===== config.mk =====
export PLATFORM = sky130hd
export DESIGN_NAME = product_code_link
export DESIGN_NICKNAME = d
export VERILOG_FILES = /design/src/rtl/codec_pkg.sv /design/src/rtl/parity_syndrome.sv /design/src/rtl/product_code_link.sv
export SDC_FILE = /design/constraint.sdc
export NUM_CORES = 1
export LEC_CHECK = 0
export ABC_AREA = 1
export CAP_MARGIN = 15
export CORE_MARGIN = 2
export CORE_UTILIZATION = 48
export DETAILED_ROUTE_END_ITERATION = 7
export DONT_BUFFER_PORTS = 1
export PLACE_DENSITY = 0.72
export SLEW_MARGIN = 10
export SYNTH_ARGS = -nofsm -noshare
export SYNTH_HDL_FRONTEND = slang
export SYNTH_SLANG_ARGS = --single-unit

===== constraint.sdc =====
create_clock -name clk -period 10.5 [get_ports clk]
set_input_delay 1.575 -clock clk [delete_from_list [all_inputs] [get_ports clk]]
set_output_delay 1.575 -clock clk [all_outputs]
set_load 0.01 [all_outputs]

===== src/rtl/codec_pkg.sv =====
// Shared types and width helpers for the 2-D even-parity product code link.
package codec_pkg;

  typedef enum logic [1:0] {
    ST_CLEAN  = 2'b00,
    ST_CORR   = 2'b01,
    ST_PAR    = 2'b10,
    ST_UNCORR = 2'b11
  } status_e;

  typedef enum logic [1:0] {
    S_IDLE   = 2'b00,
    S_DECODE = 2'b01,
    S_REPORT = 2'b10
  } state_e;

  function automatic int cw_width(input int rows, input int cols);
    return rows * cols + rows + cols;
  endfunction

  // Index width that never collapses to zero for a single row or column.
  function automatic int idx_width(input int n);
    return (n > 1) ? $clog2(n) : 1;
  endfunction

  function automatic int cnt_width(input int n);
    return $clog2(n + 1);
  endfunction

endpackage


===== src/rtl/parity_syndrome.sv =====
// Combinational even-parity generator for a ROWS x COLS bit matrix.
// Cell (r,c) lives at data bit r*COLS+c.
module parity_syndrome #(
  parameter int ROWS = 8,
  parameter int COLS = 8
) (
  input  logic [ROWS*COLS-1:0] data,
  output logic [ROWS-1:0]      row_par,
  output logic [COLS-1:0]      col_par
);

  always_comb begin
    row_par = '0;
    col_par = '0;
    for (int r = 0; r < ROWS; r++) begin
      for (int c = 0; c < COLS; c++) begin
        row_par[r] = row_par[r] ^ data[r*COLS+c];
        col_par[c] = col_par[c] ^ data[r*COLS+c];
      end
    end
  end

endmodule


===== src/rtl/product_code_link.sv =====
// Product-code link: encode, inject channel errors, decode/correct, classify,
// and stream every candidate error position on its own valid/ready port.
module product_code_link
  import codec_pkg::*;
#(
  parameter int ROWS    = 8,
  parameter int COLS    = 8,
  parameter int MAX_POS = 16,
  parameter int DATA_W  = ROWS * COLS,
  parameter int CW_W    = cw_width(ROWS, COLS)
) (
  input  logic                          clk,
  input  logic                          rst,
  input  logic                          in_valid,
  output logic                          in_ready,
  input  logic [DATA_W-1:0]             in_data,
  input  logic [CW_W-1:0]               chan_err_mask,
  output logic                          out_valid,
  input  logic                          out_ready,
  output logic [DATA_W-1:0]             out_data,
  output logic [1:0]                    out_status,
  output logic [cnt_width(MAX_POS)-1:0] out_err_count,
  output logic                          pos_valid,
  input  logic                          pos_ready,
  output logic [idx_width(ROWS)-1:0]    pos_row,
  output logic [idx_width(COLS)-1:0]    pos_col,
  output logic                          pos_last
);

  localparam int ROW_W = idx_width(ROWS);
  localparam int COL_W = idx_width(COLS);
  localparam int CNT_W = cnt_width(MAX_POS);
  localparam int RC_W  = cnt_width(ROWS);
  localparam int CC_W  = cnt_width(COLS);

  state_e              state_q, state_d;
  logic [CW_W-1:0]     cw_q, cw_d;
  logic [DATA_W-1:0]   data_q, data_d;
  status_e             status_q, status_d;
  logic [CNT_W-1:0]    count_q, count_d;
  logic [ROWS-1:0]     row_syn_q, row_syn_d;
  logic [COLS-1:0]     col_syn_q, col_syn_d;
  logic [ROW_W-1:0]    row_idx_q, row_idx_d;
  logic [COL_W-1:0]    col_idx_q, col_idx_d;
  logic [CNT_W-1:0]    emitted_q, emitted_d;
  logic                live_q, live_d;
  logic                out_done_q, out_done_d;
  logic                walk_done_q, walk_done_d;

  logic [ROWS-1:0]     enc_row_par, chk_row_par, row_syn;
  logic [COLS-1:0]     enc_col_par, chk_col_par, col_syn;
  logic [RC_W-1:0]     r_cnt;
  logic [CC_W-1:0]     c_cnt;
  int                  prod;
  logic [DATA_W-1:0]   flip;
  logic [DATA_W-1:0]   cls_data;
  status_e             cls_status;
  logic [CNT_W-1:0]    cls_count;

  logic in_fire, out_fire;
  logic cell_hit, last_cell, emit_last, advance;

  parity_syndrome #(.ROWS(ROWS), .COLS(COLS)) u_enc (
    .data    (in_data),
    .row_par (enc_row_par),
    .col_par (enc_col_par)
  );

  parity_syndrome #(.ROWS(ROWS), .COLS(COLS)) u_chk (
    .data    (cw_q[DATA_W-1:0]),
    .row_par (chk_row_par),
    .col_par (chk_col_par)
  );

  assign row_syn = chk_row_par ^ cw_q[DATA_W +: ROWS];
  assign col_syn = chk_col_par ^ cw_q[DATA_W+ROWS +: COLS];

  // The outer product of the syndromes marks every candidate cell; with a
  // single row and column mismatch it is exactly the bit to correct.
  always_comb begin
    r_cnt      = '0;
    c_cnt      = '0;
    flip       = '0;
    prod       = 0;
    cls_status = ST_UNCORR;
    cls_count  = '0;
    for (int r = 0; r < ROWS; r++) r_cnt = r_cnt + RC_W'(row_syn[r]);
    for (int c = 0; c < COLS; c++) c_cnt = c_cnt + CC_W'(col_syn[c]);
    for (int r = 0; r < ROWS; r++) begin
      for (int c = 0; c < COLS; c++) begin
        flip[r*COLS+c] = row_syn[r] & col_syn[c];
      end
    end
    prod = int'(r_cnt) * int'(c_cnt);
    if (r_cnt == '0 && c_cnt == '0) begin
      cls_status = ST_CLEAN;
    end else if (r_cnt == RC_W'(1) && c_cnt == CC_W'(1)) begin
      cls_status = ST_CORR;
    end else if ((r_cnt == RC_W'(1) && c_cnt == '0) ||
                 (r_cnt == '0 && c_cnt == CC_W'(1))) begin
      cls_status = ST_PAR;
    end
    if (cls_status == ST_CLEAN || cls_status == ST_PAR) begin
      cls_count = '0;
    end else if (prod > MAX_POS) begin
      cls_count = CNT_W'(MAX_POS);
    end else begin
      cls_count = CNT_W'(prod);
    end
    cls_data = cw_q[DATA_W-1:0] ^ ((cls_status == ST_CORR) ? flip : '0);
  end

  assign in_fire   = in_valid && in_ready;
  assign out_fire  = out_valid && out_ready;
  assign cell_hit  = row_syn_q[row_idx_q] & col_syn_q[col_idx_q];
  assign last_cell = (row_idx_q == ROW_W'(ROWS-1)) && (col_idx_q == COL_W'(COLS-1));
  assign emit_last = (emitted_q + CNT_W'(1)) == count_q;

  always_comb begin
    cw_d        = cw_q;
    data_d      = data_q;
    status_d    = status_q;
    count_d     = count_q;
    row_syn_d   = row_syn_q;
    col_syn_d   = col_syn_q;
    row_idx_d   = row_idx_q;
    col_idx_d   = col_idx_q;
    emitted_d   = emitted_q;
    out_done_d  = out_done_q;
    walk_done_d = walk_done_q;
    live_d      = (state_q == S_REPORT);
    advance     = 1'b0;
    case (state_q)
      S_IDLE: begin
        if (in_fire) cw_d = {enc_col_par, enc_row_par, in_data} ^ chan_err_mask;
      end
      S_DECODE: begin
        data_d      = cls_data;
        status_d    = cls_status;
        count_d     = cls_count;
        row_syn_d   = row_syn;
        col_syn_d   = col_syn;
        row_idx_d   = '0;
        col_idx_d   = '0;
        emitted_d   = '0;
        out_done_d  = 1'b0;
        walk_done_d = (cls_count == '0);
      end
      S_REPORT: begin
        if (out_fire) out_done_d = 1'b1;
        // Non-candidate cells are skipped at one per cycle; a candidate stalls until taken.
        if (live_q && !walk_done_q) begin
          if (!cell_hit) begin
            advance = 1'b1;
          end else if (pos_ready) begin
            emitted_d = emitted_q + CNT_W'(1);
            if (emit_last) walk_done_d = 1'b1;
            else           advance     = 1'b1;
          end
        end
        if (advance) begin
          if (last_cell) begin
            walk_done_d = 1'b1;
          end else if (col_idx_q == COL_W'(COLS-1)) begin
            col_idx_d = '0;
            row_idx_d = row_idx_q + ROW_W'(1);
          end else begin
            col_idx_d = col_idx_q + COL_W'(1);
          end
        end
      end
      default: ;
    endcase
  end

  always_comb begin
    state_d = state_q;
    case (state_q)
      S_IDLE:   if (in_fire) state_d = S_DECODE;
      S_DECODE: state_d = S_REPORT;
      S_REPORT: if (out_done_d && walk_done_d) state_d = S_IDLE;
      default:  state_d = S_IDLE;
    endcase
  end

  always_ff @(posedge clk or negedge rst) begin
    if (!rst) begin
      state_q     <= S_IDLE;
      cw_q        <= '0;
      data_q      <= '0;
      status_q    <= ST_CLEAN;
      count_q     <= '0;
      row_syn_q   <= '0;
      col_syn_q   <= '0;
      row_idx_q   <= '0;
      col_idx_q   <= '0;
      emitted_q   <= '0;
      live_q      <= 1'b0;
      out_done_q  <= 1'b0;
      walk_done_q <= 1'b0;
    end else begin
      state_q     <= state_d;
      cw_q        <= cw_d;
      data_q      <= data_d;
      status_q    <= status_d;
      count_q     <= count_d;
      row_syn_q   <= row_syn_d;
      col_syn_q   <= col_syn_d;
      row_idx_q   <= row_idx_d;
      col_idx_q   <= col_idx_d;
      emitted_q   <= emitted_d;
      live_q      <= live_d;
      out_done_q  <= out_done_d;
      walk_done_q <= walk_done_d;
    end
  end

  // live_q holds results back for the first REPORT cycle, giving two-cycle latency.
  always_comb begin
    in_ready      = rst && (state_q == S_IDLE);
    out_valid     = (state_q == S_REPORT) && live_q && !out_done_q;
    pos_valid     = (state_q == S_REPORT) && live_q && !walk_done_q && cell_hit;
    pos_last      = pos_valid && emit_last;
    out_data      = data_q;
    out_status    = status_q;
    out_err_count = count_q;
    pos_row       = row_idx_q;
    pos_col       = col_idx_q;
  end

endmodule


* Word level (Yosys, flattened, before mapping)
Cells that the tools add are included.
Cells by class: add/sub/neg operators 17, multipliers 1, $lt $le $gt $ge 3, equal/unequal tests 17, muxes and demuxes 39, bitwise logic cells 293, reduce and logical (&&, ||, !) cells 30
Operators by type and width (count):
- bitwise XOR 1 bit | 224
- bitwise XOR 80 bit | 1
- bitwise AND 1 bit | 65
- two-way mux 64 bit | 1
- bitwise XOR 64 bit | 1
- adder 4 x 1 -> 4 bit | 8
- two-way mux 5 bit | 5
- two-way mux 3 bit | 6
- bitwise XOR 8 bit | 2
- logical AND 1 bit | 15
- two-way mux 1 bit | 15
- one-hot mux 3 bit (2 select lines) | 2
- != test 2 x 1 -> 1 bit, second input constant | 5
- one-hot mux 5 bit (2 select lines) | 1
- adder 3 x 1 -> 4 bit | 2
- equality test 4 x 1 -> 1 bit, second input constant | 2
- > comparator 8 x 5 -> 1 bit, second input constant | 1
- zero test 4 bit | 2
- less-than comparator 3 x 4 -> 1 bit, second input constant | 2
- multiplier 4 x 4 -> 8 bit | 1
- two-way mux 2 bit | 4
- AND reduction 4 bit | 2
- adder 2 x 1 -> 3 bit | 2
- adder 3 x 1 -> 3 bit, second input constant | 2
- other kinds (17) | 29
Storage, ports and cells: bits in registers 183, bits of input ports 149, output and inout bits 81, word-level logic and storage cells 413

* Longest topological paths before layout
depth in word-level cells 29, depth in mapped cells 36, mapped depth without buffers 36

* Cells and area by module
A second synthesis with hierarchy kept.
Second synthesis, totals: cell total of the unflattened synthesis 1906, area total of the unflattened synthesis 13254.0 µm²
Modules (own cells, without submodules):
- product_code_link | instances 1, cells an instance 1148, area an instance 9965.8 µm², sequential area each 4579.4 µm²
- parity_syndrome | instances 2, cells an instance 379, area an instance 1644.1 µm², sequential area each 0.0 µm²

* Worst setup path after synthesis
Ideal clock, no wire load.
path type flip-flop to flip-flop, start point reg cw_q[3], end point reg state_q[0], setup time 0.117 ns, data arrival time 6.322 ns, required time 10.383 ns, setup slack 4.061 ns, stages on the path, launching flop included 31, path buffers 0, period minus slack after synthesis 6.439 ns, cells stage by stage dfrtp_1 > xnor2_1 > xor2_1 > xor2_1 > xor2_2 > fa_1 > inv_1 > fa_1 > fa_1 > inv_1 > ha_1 > inv_1 > fa_1 > inv_1 > nand2_1 > fa_1 > fa_1 > inv_1 > fa_1 > nor3_1 > nand2_1 > inv_1 > o21ai_0 > nor2_1 > o21ai_0 > nand4_1 > nand2_1 > nand3_1 > nand2_1 > nand3_1 > nand2_1
Between the ends: longest elaborated chain between the ends 27, elaborated cells between the ends (all ways) 50, those cells by class add/sub: 12; mul: 1; order compare: 1; eq/ne: 4; mux: 6; bitwise: 14; reduce/logical: 12
Ends and longest elaborated chain:
- start: declaration | RTL line product_code_link.sv:37 | logic [CW_W-1:0] cw_q, cw_d;
- start signal: assignment | RTL line product_code_link.sv:203 | cw_q <= cw_d;
- bitwise XOR 1 bit (*) (5 in a row) | RTL line parity_syndrome.sv:17 | row_par[r] = row_par[r] ^ data[r*COLS+c];
- bitwise XOR 8 bit (*) | RTL line product_code_link.sv:75 | assign row_syn = chk_row_par ^ cw_q[DATA_W +: ROWS];
- net row_syn[0] | RTL line product_code_link.sv:50 | logic [ROWS-1:0] enc_row_par, chk_row_par, row_syn;
- adder 1 x 1 -> 2 bit (*) | RTL line product_code_link.sv:87 | for (int r = 0; r < ROWS; r++) r_cnt = r_cnt + RC_W'(row_syn[r]);
- adder 2 x 1 -> 3 bit (*) | RTL line product_code_link.sv:87
- adder 3 x 1 -> 4 bit (*) | RTL line product_code_link.sv:87
- adder 4 x 1 -> 4 bit (*) (4 in a row) | RTL line product_code_link.sv:87
- parallel branches: the longest is 8 deep, another holds multiplier 4 x 4 -> 8 bit
- two-way mux 5 bit (*) | RTL line product_code_link.sv:103 | if (cls_status == ST_CLEAN || cls_status == ST_PAR) begin
- zero test 5 bit (*) | RTL line product_code_link.sv:147 | walk_done_d = (cls_count == '0);
- one-hot mux 1 bit (2 select lines) (*) | RTL line product_code_link.sv:133 | case (state_q)
- logical AND 1 bit (*) | RTL line product_code_link.sv:181 | S_REPORT: if (out_done_d && walk_done_d) state_d = S_IDLE;
- != test 2 x 1 -> 1 bit (no line) (*)
- AND reduction 2 bit (no line) (*)
- end signal: assignment | RTL line product_code_link.sv:202 | state_q <= state_d;
- end: declaration | RTL line product_code_link.sv:36 | state_e state_q, state_d;
Mark *: on every way through the listed nets, which the timed path passes. A chain may end at the register's enable or synchronous reset.

* Final worst setup path
start point reg cw_q[9], end point reg state_q[0]
Between the ends: longest elaborated chain between the ends 29, elaborated cells between the ends (all ways) 54, those cells by class add/sub: 14; mul: 1; order compare: 1; eq/ne: 4; mux: 6; bitwise: 16; reduce/logical: 12
Ends and longest elaborated chain (RTL line):
- parallel branches: the longest is 23 deep, another holds adder 3 x 1 -> 4 bit
- two-way mux 5 bit (*) | product_code_link.sv:103
- zero test 5 bit (*) | product_code_link.sv:147
- one-hot mux 1 bit (2 select lines) (*) | product_code_link.sv:133
- logical AND 1 bit (*) | product_code_link.sv:181
- != test 2 x 1 -> 1 bit (no line) (*)
- AND reduction 2 bit (no line) (*)
Every way passes the cells marked *.

==> results_dict.tcl <==
set metrics [dict create \
    status "completed" \
    syn-cell-area_um2 12000 \
    cts-root-buf "clkbuf_16" \
    yosysMostFrequentCell "nand2_1" \
    hp-start "row_syn_q[4]$_DFFE_PN0N_" \
    required_ns 10.88 \
    ys_seq_elements 183 \
    synth_ff_type "dfrtp_1" \
    syn_to_final_growth_pct 7.33 \
    synth_nets 1576 \
    r2r_start "cw_q[9]$_DFFE_PN0P_" \
    setup_viol 0 \
    cp_slowest_cell "fa_1" \
    grt.total_usage_pct 26.6 \
    cts_tree "done" \
    htree_levels 4 \
    numCtsBuffers 17 \
    tightest_slew_ns 1.05 \
    rrSetupSlack_ns 3.50 \
    port_buffers 0 \
    max_slew_margin_pct 30.3 \
    rsz0062_at_grt "no" \
    layout-drive-gt1-share_pct 5.99 \
    drt_iter0_drc 965 \
    grt_pass1_wl_um 53000 \
    hold_violations 0 \
    pin_count 230 \
    postLayoutSetupSlackWorst_ns 3.50 \
    core.rowCount 57 \
    holdPathEnd "row_syn_q[4]$_DFFE_PN0N_" \
    clk_path_buf_depth 2 \
    final_max_slew_viol_count 0 \
    hpwl_um 26900 \
    synth_top_area_share_pct 38.1 \
    place_congestion 0.984 \
    cts_resized 0 \
    synth_edf_count 0 \
    fp.dieArea_um2 26300 \
    synth-seq-area-share_pct 38.1 \
    yosysWarnings 0 \
    crit_arrival_ns 7.38 \
    maxCapViolCount 0 \
    grt-ovfl-total 0 \
    fin_tns_setup_ns 0 \
    antenna_found_initial 0 \
    fillers 2250 \
    synth_common_cells "nand2_1, xnor2_1, dfrtp_1" \
    drc_errors 0 \
    antenna_cells 0 \
    grt_pass1_vias 9343 \
    clk_latency_ns 0.44 \
    worst-path-max-fanout 11 \
    max_freq_mhz 143 \
    fp.dieH_um 162 \
    holdWs_ns 0.490 \
    first_pass_iters 8 \
    holdBufCountCts 0 \
    wl_um 34200 \
    avgViaCountPerCell 5.43 \
    wire_per_inst_um 20.0 \
    syn_inst 1388 \
    end_kind "flop" \
    start_kind "flop" \
    num-nets-final 1561 \
    r2r_cells 31 \
    worstHoldPathType "flop to flop" \
    cp_slowest_stage_delay_ns 0.54 \
    synth_area_leaders "dfrtp_1, xnor2_1, xor2_1" \
    ant_nets 0 \
    r2r_end "state_q[0]$_DFFE_PN0P_" \
    async_flop_share_pct 100 \
    start_util_pct 49.2 \
    chipWidth_um 162 \
    fin_crit_sh_pct 66.7 \
    clock-sinks 183 \
    post-route-min-period_ns 7.00 \
    syn_avg_cell_area_um2 8.67 \
    crit_type "flop to flop" \
    core-area_um2 24500 \
    vias 9282 \
    skew_ns 0.0134 \
    grt_max_degree 185 \
    cts_setup_buffers 0 \
    hold_depth 2 \
    clk_pin_slew_worst_paths_ns 0.08 \
    synth_top_area_cell "dfrtp_1" \
    synthDistinctLibCells 41 \
    pre_cts_ws_ns 3.57 \
]
## area by class of cell
type                    instances  area (um^2)  share of cell area [%]
well taps                     324          405                    3.14
clock inverters                14          159                    1.23
flip-flops and latches        183         4580                    35.5
repair buffers                  5         37.5                   0.291
inverters                     122          467                    3.62
clock buffers                  18          439                    3.40
multi-input cells            1044         6820                    52.8
## cell usage in the layout, fill, tap and decap left out, types with 2 or more instances in the layout
| cell type | count |
|---|---|
| nand2_1 | 252 |
| xnor2_1 | 223 |
| dfrtp_1 | 183 |
| o21ai_0 | 141 |
| xor2_1 | 114 |
| inv_1 | 110 |
| nor2_1 | 72 |
| nand3_1 | 52 |
| a31oi_1 | 37 |
| nand3b_1 | 28 |
| ha_1 | 26 |
| o21ai_1 | 22 |
| clkbuf_16 | 17 |
| fa_1 | 12 |
| nor2_2 | 9 |
| xor2_2 | 9 |
| inv_2 | 8 |
| a21oi_1 | 8 |
| nand2_4 | 6 |
| nand4_1 | 5 |
| buf_4 | 5 |
| nand2_2 | 4 |
| o211ai_1 | 4 |
| clkinv_4 | 4 |
| nor2_4 | 3 |
| o21bai_1 | 3 |
| inv_4 | 3 |
| clkinv_8 | 3 |
| inv_8 | 3 |
| o22ai_1 | 2 |
| nor4_1 | 2 |
| inv_6 | 2 |
## worst max-delay path by stage
stage	from	end	slack (ns)	depth (start not counted)
final	cw_q[9]$_DFFE_PN0P_	state_q[0]$_DFFE_PN0P_	3.50	31
after global routing	cw_q[3]$_DFFE_PN0P_	state_q[0]$_DFFE_PN0P_	2.90	31
after CTS	cw_q[9]$_DFFE_PN0P_	state_q[0]$_DFFE_PN0P_	3.54	31
after detailed placement	cw_q[9]$_DFFE_PN0P_	state_q[0]$_DFFE_PN0P_	3.57	31
after global placement	cw_q[9]$_DFFE_PN0P_	state_q[0]$_DFFE_PN0P_	3.71	31
after floorplan	cw_q[3]$_DFFE_PN0P_	state_q[0]$_DFFE_PN0P_	4.06	30
## per-stage QoR
| step | instances | utilization [%] | area (um^2) |
|---|---|---|---|
| detailed placement | 1678 | 50.3 | 12300 |
| finish | 1710 | 52.8 | 12900 |
| CTS | 1710 | 52.8 | 12900 |
| floorplan | 1388 | - | 12000 |
| global placement | 1678 | 50.3 | 12300 |
| global route | 1710 | 52.8 | 12900 |
## registers in the layout, summed over array words and instances, names as in the netlist, 3 cells and up
register / flops
pos_col: 3
out_data: 64
col_syn_q: 8
pos_row: 3
row_syn_q: 8
cw_q: 80
out_err_count: 5
emitted_q: 5
## kinds of logic (layout without fill, tap and decap cells)
family,after synthesis,after routing,synth area share [%]
buf+inv,161,159,5.28
flops,183,183,38.1
xor+xnor,346,346,25.8
fa+ha+maj,39,39,4.81
compound gates,222,222,9.92
simple gates,437,437,16.2
## worst max-delay path: cells and delay by family (launching register included)
family | cells | cell delay [ns]
xor+xnor | 5 | 1.13
buf+inv | 4 | 0.43
fa+ha+maj | 8 | 3.45
compound gates | 1 | 0.15
simple gates | 13 | 1.29
flops | 1 | 0.49
## layer usage
layer / global-route usage (%) / up-vias / share of wire (%)
met3: 5.59 / 63 / 7.4
met4: 11.1 / 0 / 4.1
met1: 34.5 / 4373 / 42
met5: 0 / - / 0
li1: - / 4423 / -
met2: 43.4 / 423 / 47
Power is left out: the tool's default activity adds up to more than one toggle a clock period on the data nets, which glitch-free logic cannot reach.
